--- src/rtl/gate_vector_sequencer.sv ---
// gate_vector_sequencer: drives all four {a,b} vectors into a 2-input gate and checks gate_out against a truth table.
// Optional fail_mask output: define GATE_SEQ_FAIL_MASK_EN.
module gate_vector_sequencer #(
  parameter int SETTLE_CYCLES = 2,
  parameter int CNT_W = 4
) (
  input  logic             clk,
  input  logic             rst_n,
  input  logic             start,
  input  logic             loop,
  input  logic [3:0]       truth_table,
  input  logic             gate_out,
  output logic             a,
  output logic             b,
  output logic [1:0]       vec_idx,
  output logic             busy,
  output logic             done,
  output logic             pass,
  output logic [CNT_W-1:0] err_count
`ifdef GATE_SEQ_FAIL_MASK_EN
  ,
  output logic [3:0]       fail_mask
`endif
);
  typedef enum logic [2:0] {IDLE, APPLY, SETTLE, SAMPLE, DONE} state_t;
  localparam int SCW = SETTLE_CYCLES > 1 ? $clog2(SETTLE_CYCLES) : 1;
  localparam logic [SCW-1:0] SC_LOAD = SCW'(SETTLE_CYCLES > 0 ? SETTLE_CYCLES - 1 : 0);
  state_t state_q, state_d;
  logic a_q, a_d, b_q, b_d, pass_q, pass_d, miss;
  logic [1:0] vec_q, vec_d;
  logic [3:0] tbl_q, tbl_d;
  logic [CNT_W-1:0] err_q, err_d;
  logic [SCW-1:0] cnt_q, cnt_d;
`ifdef GATE_SEQ_FAIL_MASK_EN
  logic [3:0] mask_q, mask_d;
  assign fail_mask = mask_q;
`endif
  assign miss = gate_out != tbl_q[vec_q];
  always_ff @(posedge clk or negedge rst_n) begin
    if (!rst_n) begin
      state_q <= IDLE;
      a_q     <= 1'b0;
      b_q     <= 1'b0;
      vec_q   <= 2'd0;
      tbl_q   <= 4'd0;
      err_q   <= '0;
      pass_q  <= 1'b0;
      cnt_q   <= '0;
`ifdef GATE_SEQ_FAIL_MASK_EN
      mask_q  <= 4'd0;
`endif
    end else begin
      state_q <= state_d;
      a_q     <= a_d;
      b_q     <= b_d;
      vec_q   <= vec_d;
      tbl_q   <= tbl_d;
      err_q   <= err_d;
      pass_q  <= pass_d;
      cnt_q   <= cnt_d;
`ifdef GATE_SEQ_FAIL_MASK_EN
      mask_q  <= mask_d;
`endif
    end
  end
  always_comb begin
    state_d = state_q;
    a_d     = a_q;
    b_d     = b_q;
    vec_d   = vec_q;
    tbl_d   = tbl_q;
    err_d   = err_q;
    pass_d  = pass_q;
    cnt_d   = cnt_q;
`ifdef GATE_SEQ_FAIL_MASK_EN
    mask_d  = mask_q;
`endif
    case (state_q)
      IDLE: if (start) begin
        state_d = APPLY;
        tbl_d   = truth_table;
        err_d   = '0;
        vec_d   = 2'd0;
        a_d     = 1'b0;
        b_d     = 1'b0;
`ifdef GATE_SEQ_FAIL_MASK_EN
        mask_d  = 4'd0;
`endif
      end
      APPLY: begin
        cnt_d   = SC_LOAD;
        state_d = SETTLE_CYCLES == 0 ? SAMPLE : SETTLE;
      end
      SETTLE: begin
        cnt_d   = cnt_q - 1'b1;
        state_d = cnt_q == '0 ? SAMPLE : SETTLE;
      end
      SAMPLE: begin
        err_d = (miss && err_q != '1) ? err_q + 1'b1 : err_q;
`ifdef GATE_SEQ_FAIL_MASK_EN
        mask_d = mask_q | ({3'd0, miss} << vec_q);
`endif
        // pass is registered with the last sample so it is valid alongside the done pulse
        if (vec_q == 2'd3) begin
          state_d = DONE;
          pass_d  = err_d == '0;
        end else begin
          state_d    = APPLY;
          vec_d      = vec_q + 2'd1;
          {a_d, b_d} = vec_q + 2'd1;
        end
      end
      DONE: begin
        state_d = loop ? APPLY : IDLE;
        vec_d   = 2'd0;
        a_d     = 1'b0;
        b_d     = 1'b0;
      end
      default: state_d = IDLE;
    endcase
  end
  assign a         = a_q;
  assign b         = b_q;
  assign vec_idx   = vec_q;
  assign busy      = state_q != IDLE;
  assign done      = state_q == DONE;
  assign pass      = pass_q;
  assign err_count = err_q;
endmodule

--- config.mk ---
export PLATFORM = sky130hd
export DESIGN_NAME = gate_vector_sequencer
export DESIGN_NICKNAME = d
export VERILOG_FILES = /design/src/rtl/gate_vector_sequencer.sv
export SDC_FILE = /design/constraint.sdc
export NUM_CORES = 1
export LEC_CHECK = 0
export BUFFER_PORTS_ARGS = -buffer_cell sky130_fd_sc_hd__buf_2
export CAP_MARGIN = 20
export CORE_ASPECT_RATIO = 1.25
export CORE_UTILIZATION = 25
export DETAILED_ROUTE_END_ITERATION = 8
export PLACE_DENSITY = 0.4
export SLEW_MARGIN = 40
export SYNTH_ARGS = -nofsm -noshare
export SYNTH_HDL_FRONTEND = slang
export SYNTH_SLANG_ARGS = --single-unit
--- constraint.sdc ---
create_clock -name clk -period 2.5 [get_ports clk]
set_input_delay 0 -clock clk [delete_from_list [all_inputs] [get_ports clk]]
set_output_delay 0 -clock clk [all_outputs]
set_load 0.005 [all_outputs]
* Word level (Yosys, flattened, before mapping) *
Index checks and enable logic that the tools add are counted.

operators by class
  add/sub/neg operators = 3
  order comparisons = 1
  equal/unequal tests = 9
  muxes and demuxes = 19
  reduce and logical (&&, ||, !) cells = 11

operators by type and width
  cell                                                  count
  one-hot mux 3 bit (5 select lines)                    1
  two-way mux 4 bit                                     2
  one-hot mux 4 bit (2 select lines)                    1
  equality test 3 x 2 -> 1 bit (second input constant)  2
  two-way mux 1 bit                                     6
  two-way mux 3 bit                                     2
  one-hot mux 1 bit (3 select lines)                    2
  one-hot mux 2 bit (3 select lines)                    1
  AND reduction 2 bit                                   3
  nonzero test 3 bit                                    2
  adder 4 x 1 -> 4 bit (second input constant)          1
  zero test 4 bit                                       1
  two-way mux 2 bit                                     2
  inequality test 2 bit (second input constant)         2
  inequality test 4 bit (second input constant)         1
  nonzero test 2 bit                                    2
  equality test 3 x 1 -> 1 bit (second input constant)  1
  equality test 3 bit (second input constant)           1
  zero test 3 bit                                       1
  < comparator 2 x 3 -> 1 bit (second input constant)   1
  AND reduction 3 bit                                   1
  adder 2 x 1 -> 2 bit (second input constant)          1
  binary-select mux 1 bit (select 2 bit)                1
  equality test 2 bit (second input constant)           1
  other kinds (4)                                       4

word-level totals
  flip-flop bits (word level) = 17
  logic and storage cells = 51

* Depth between registers and ports, before layout *
  word-level depth = 6
  mapped depth = 5

* Worst setup path before layout *
Ideal clock, no wire load.

  kind = reg-to-reg
  from = register b (netlist name)
  to = register err_q[3], in the netlist err_count[3]
  setup time = 0.120 ns
  arrival = 1.694 ns
  data required time = 2.380 ns
  slack = 0.685 ns
  cell stages (with the launch flop) = 5
  buffers on the path = 0
  period minus slack after synthesis = 1.815 ns
  path through = dfrtp_1 > mux4_2 > xnor2_2 > or3_1 > o211a_1

RTL lines
  element               line  RTL
  end signal, assigned  58    err_q <= err_d;
  end, declared         32    logic [CNT_W-1:0] err_q, err_d;

==> results.yml <==
final_layout:
  drive_gt1_share_pct: 32.0
  final_cells: 136
  final_util_pct: 33.4
  finalNetCount: 112
  area_growth_syn_to_layout_pct: 22.8
  fillCellCount: 331
  final_cell_area_sq_um: 1010
  n_antenna_cell: 0
worst_setup_path:
  critPathMaxFanout: 6
  start_kind: "register"
  r2r-end: "err_count[3]"
  cp_data_arrival_time_ps: 2060
  rr_startpoint: "b"
  cpMaxStageDelayCell: "mux4_2"
  crit_type: "reg2reg"
  worstSetupEndpointType: "register"
  r2r_slack_ps: 610
  slowest_delay_ps: 560
  rr_worst_depth: 4
  required_ps: 2680
  cp_cell_sequence: "mux4_2 > xnor2_2 > or3_1 > o211a_1"
yosys:
  synth_common_cells: "dfrtp_1 (15), nor2_1 (7), inv_1 (6), nand2_1 (6), mux2_2 (5)"
  synth_flop_cell: "dfrtp_1"
  synth-seq-cells: 15
  syn_avg_cell_area_sq_um: 10.7
  synthMostInstantiatedCell: "dfrtp_1"
  yosys_warnings: 0
  synth.yosys.seq_area_share_pct: 45.5
  synth-edff-count: 0
  ys_types: 30
  async_reset_ff_share_pct: 100
  postSynthCellCount: 77
  synth_top_area_share_pct: 45.5
  syn-num-nets: 88
  synth_top_cells_by_area: "dfrtp_1 (46%), mux2_2 (6.8%), mux2i_1 (4.9%)"
  netlist_area_sq_um: 825
  yosys.area.top_type: "dfrtp_1"
clocking:
  cts_tree: "yes"
  cts_htree_levels: 1
  cts.clk_slew.worst_paths_ps: 90
  cts_sinks: 15
  clockBufferDepth: 2
  cts-root-buf: "clkbuf_4"
  postCtsSetupBuffers: 0
  clock_latency_ps: 280
  numCtsBuffers: 3
timing:
  slew_violations: 0
  fin_skew_ps: 1.91
  fmax_mhz: 530
  rsz0062_at_grt: "false"
  setup_ws_ps: 613
  min_period_ps: 1890
  slew-limit-headroom_pct: 70.8
  setup_viol: 0
  fin_crit_sh_pct: 75.5
  worst_pin_slew_ps: 436
  hold_violations: 0
  tns_ps: 0
flow_run:
  max_cap_violations: 0
placed_design:
  globalplace.congestion: 0.704
  post-place-ws_ps: 608
  port_buffers: 19
  place_area_sq_um: 936
  place_inst: 127
  hpwl_mm: 1.31
detailed_routing:
  vias: 662
  routed_wl_mm: 1.80
  first_pass_iters: 4
  viasPerCell: 4.87
  drt_iter0_drc: 8
  ant_nets: 0
  drcViolationCount: 0
  wl_per_cell_microns: 13.2
floorplanning:
  core_sq_um: 3030
  floorplan.initialDensity_pct: 27.2
  die_h_microns: 66.2
  num_rows: 22
  dieArea_sq_um: 3530
  io_pins: 20
  die_w_microns: 53.4
power:
  p_leak_nw: 0.495
  ir_worst_vdd_mv: 0.470
  powerDensity_nw_per_um2: 1060
global_route:
  grt_max_degree: 16
  grt_pass1_wl_mm: 3.01
  grt-ovfl-total: 0
  grt.total_usage_pct: 12.0
  antenna_found_initial: 0
  first_global_vias: 662
status:
  run_status: "complete, no violations"
worst_hold_path:
  hold_path_class: "in2async"
-- layer usage --
metal  share of wire, %  wire, microns  global-route usage [%]  up-vias
li1                   -              -                       -      324
met1                 45            801                    13.6      317
met2                 51            909                    20.3       19
met3                3.6             65                    2.76        2
met4                1.2             21                    5.92        0
met5                  0              0                       0        -
-- state kept, by name (all words and copies together) (netlist names) --
signal,flops
pass,1
vec_idx,1
cnt_q,1
b,1
err_count,4
tbl_q,4
state_q,3
-- cell families (layout without fill, tap and decap cells) --
family / Yosys count / after routing / share of synthesized area, %
mux: 10 / 10 / 14.4
flops: 15 / 15 / 45.5
fa+ha+maj: 2 / 2 / 3.03
simple gates: 24 / 24 / 14.7
buf+inv: 11 / 34 / 6.22
xor+xnor: 2 / 2 / 3.04
compound gates: 13 / 13 / 13.0
-- placed cells by master, fill, tap and decap left out --
cell type,count
a311oi_2,1
nand3_1,1
dfrtp_1,15
ha_1,2
nor2_1,7
dlygate4sd3_1,5
o21ai_0,2
nor2b_1,1
and3b_1,2
nand3b_1,1
nand4_1,2
o22a_1,1
inv_1,6
buf_2,19
clkbuf_1,1
nor3_1,2
mux2i_1,4
o221a_2,1
nor3b_1,1
o211a_1,2
clkbuf_4,3
o22ai_1,1
or3_1,1
o31ai_2,1
xnor2_1,1
mux4_2,1
nand2_1,6
a21oi_1,3
o32ai_1,1
xnor2_2,1
mux2_2,5
-- through the flow --
stage          total power, mW  hold slack, ps
6_report                  1.07             149
2_1_floorplan            0.812            -296
3_3_place_gp             0.930           -65.2
4_1_cts                   1.09             149
5_1_grt                   1.17             172
3_5_place_dp             0.940           -69.5
-- layout make-up --
cell class | count | area (sq um) | share of cell area (%)
clock buffer | 4 | 26.3 | 2.60
inverter | 6 | 22.5 | 2.22
multi-input combinational | 51 | 398 | 39.3
sequential | 15 | 375 | 37.1
tap | 36 | 45.0 | 4.45
timing repair buffer | 24 | 145 | 14.3
-- worst max-delay path, delay by kind of cell (launching register included) --
kind	cells	cell delay [ps]
muxes	1	560
DFF	1	460
and+or+nand+nor	1	370
AOI/OAI and AO/OA	1	210
xor gates and xnor gates	1	200
-- report_power, final --
group / switching [mW] / total, mW / internal [mW]
clock: 0.0793 / 0.141 / 0.0618
combinational: 0.224 / 0.476 / 0.252
sequential: 0.120 / 0.455 / 0.334
total: 0.423 / 1.07 / 0.648
-- timing repair --
item                      4_1_cts  5_1_grt
hold endpoints to repair       19        0
hold buffers                    5        0
gates resized for setup         0        0
-- worst max path at each step --
| stage | end | cells after the start | slack, ps | startpoint |
|---|---|---|---|---|
| after floorplan | err_count[3] | 4 | 690 | b |
| after global placement | err_count[3] | 4 | 670 | b |
| after detailed placement | err_count[3] | 4 | 610 | b |
| after CTS | err_count[3] | 4 | 590 | b |
| after global routing | err_count[3] | 4 | 500 | b |
| final | err_count[3] | 4 | 610 | b |
(Power assumes the default switching activity.)
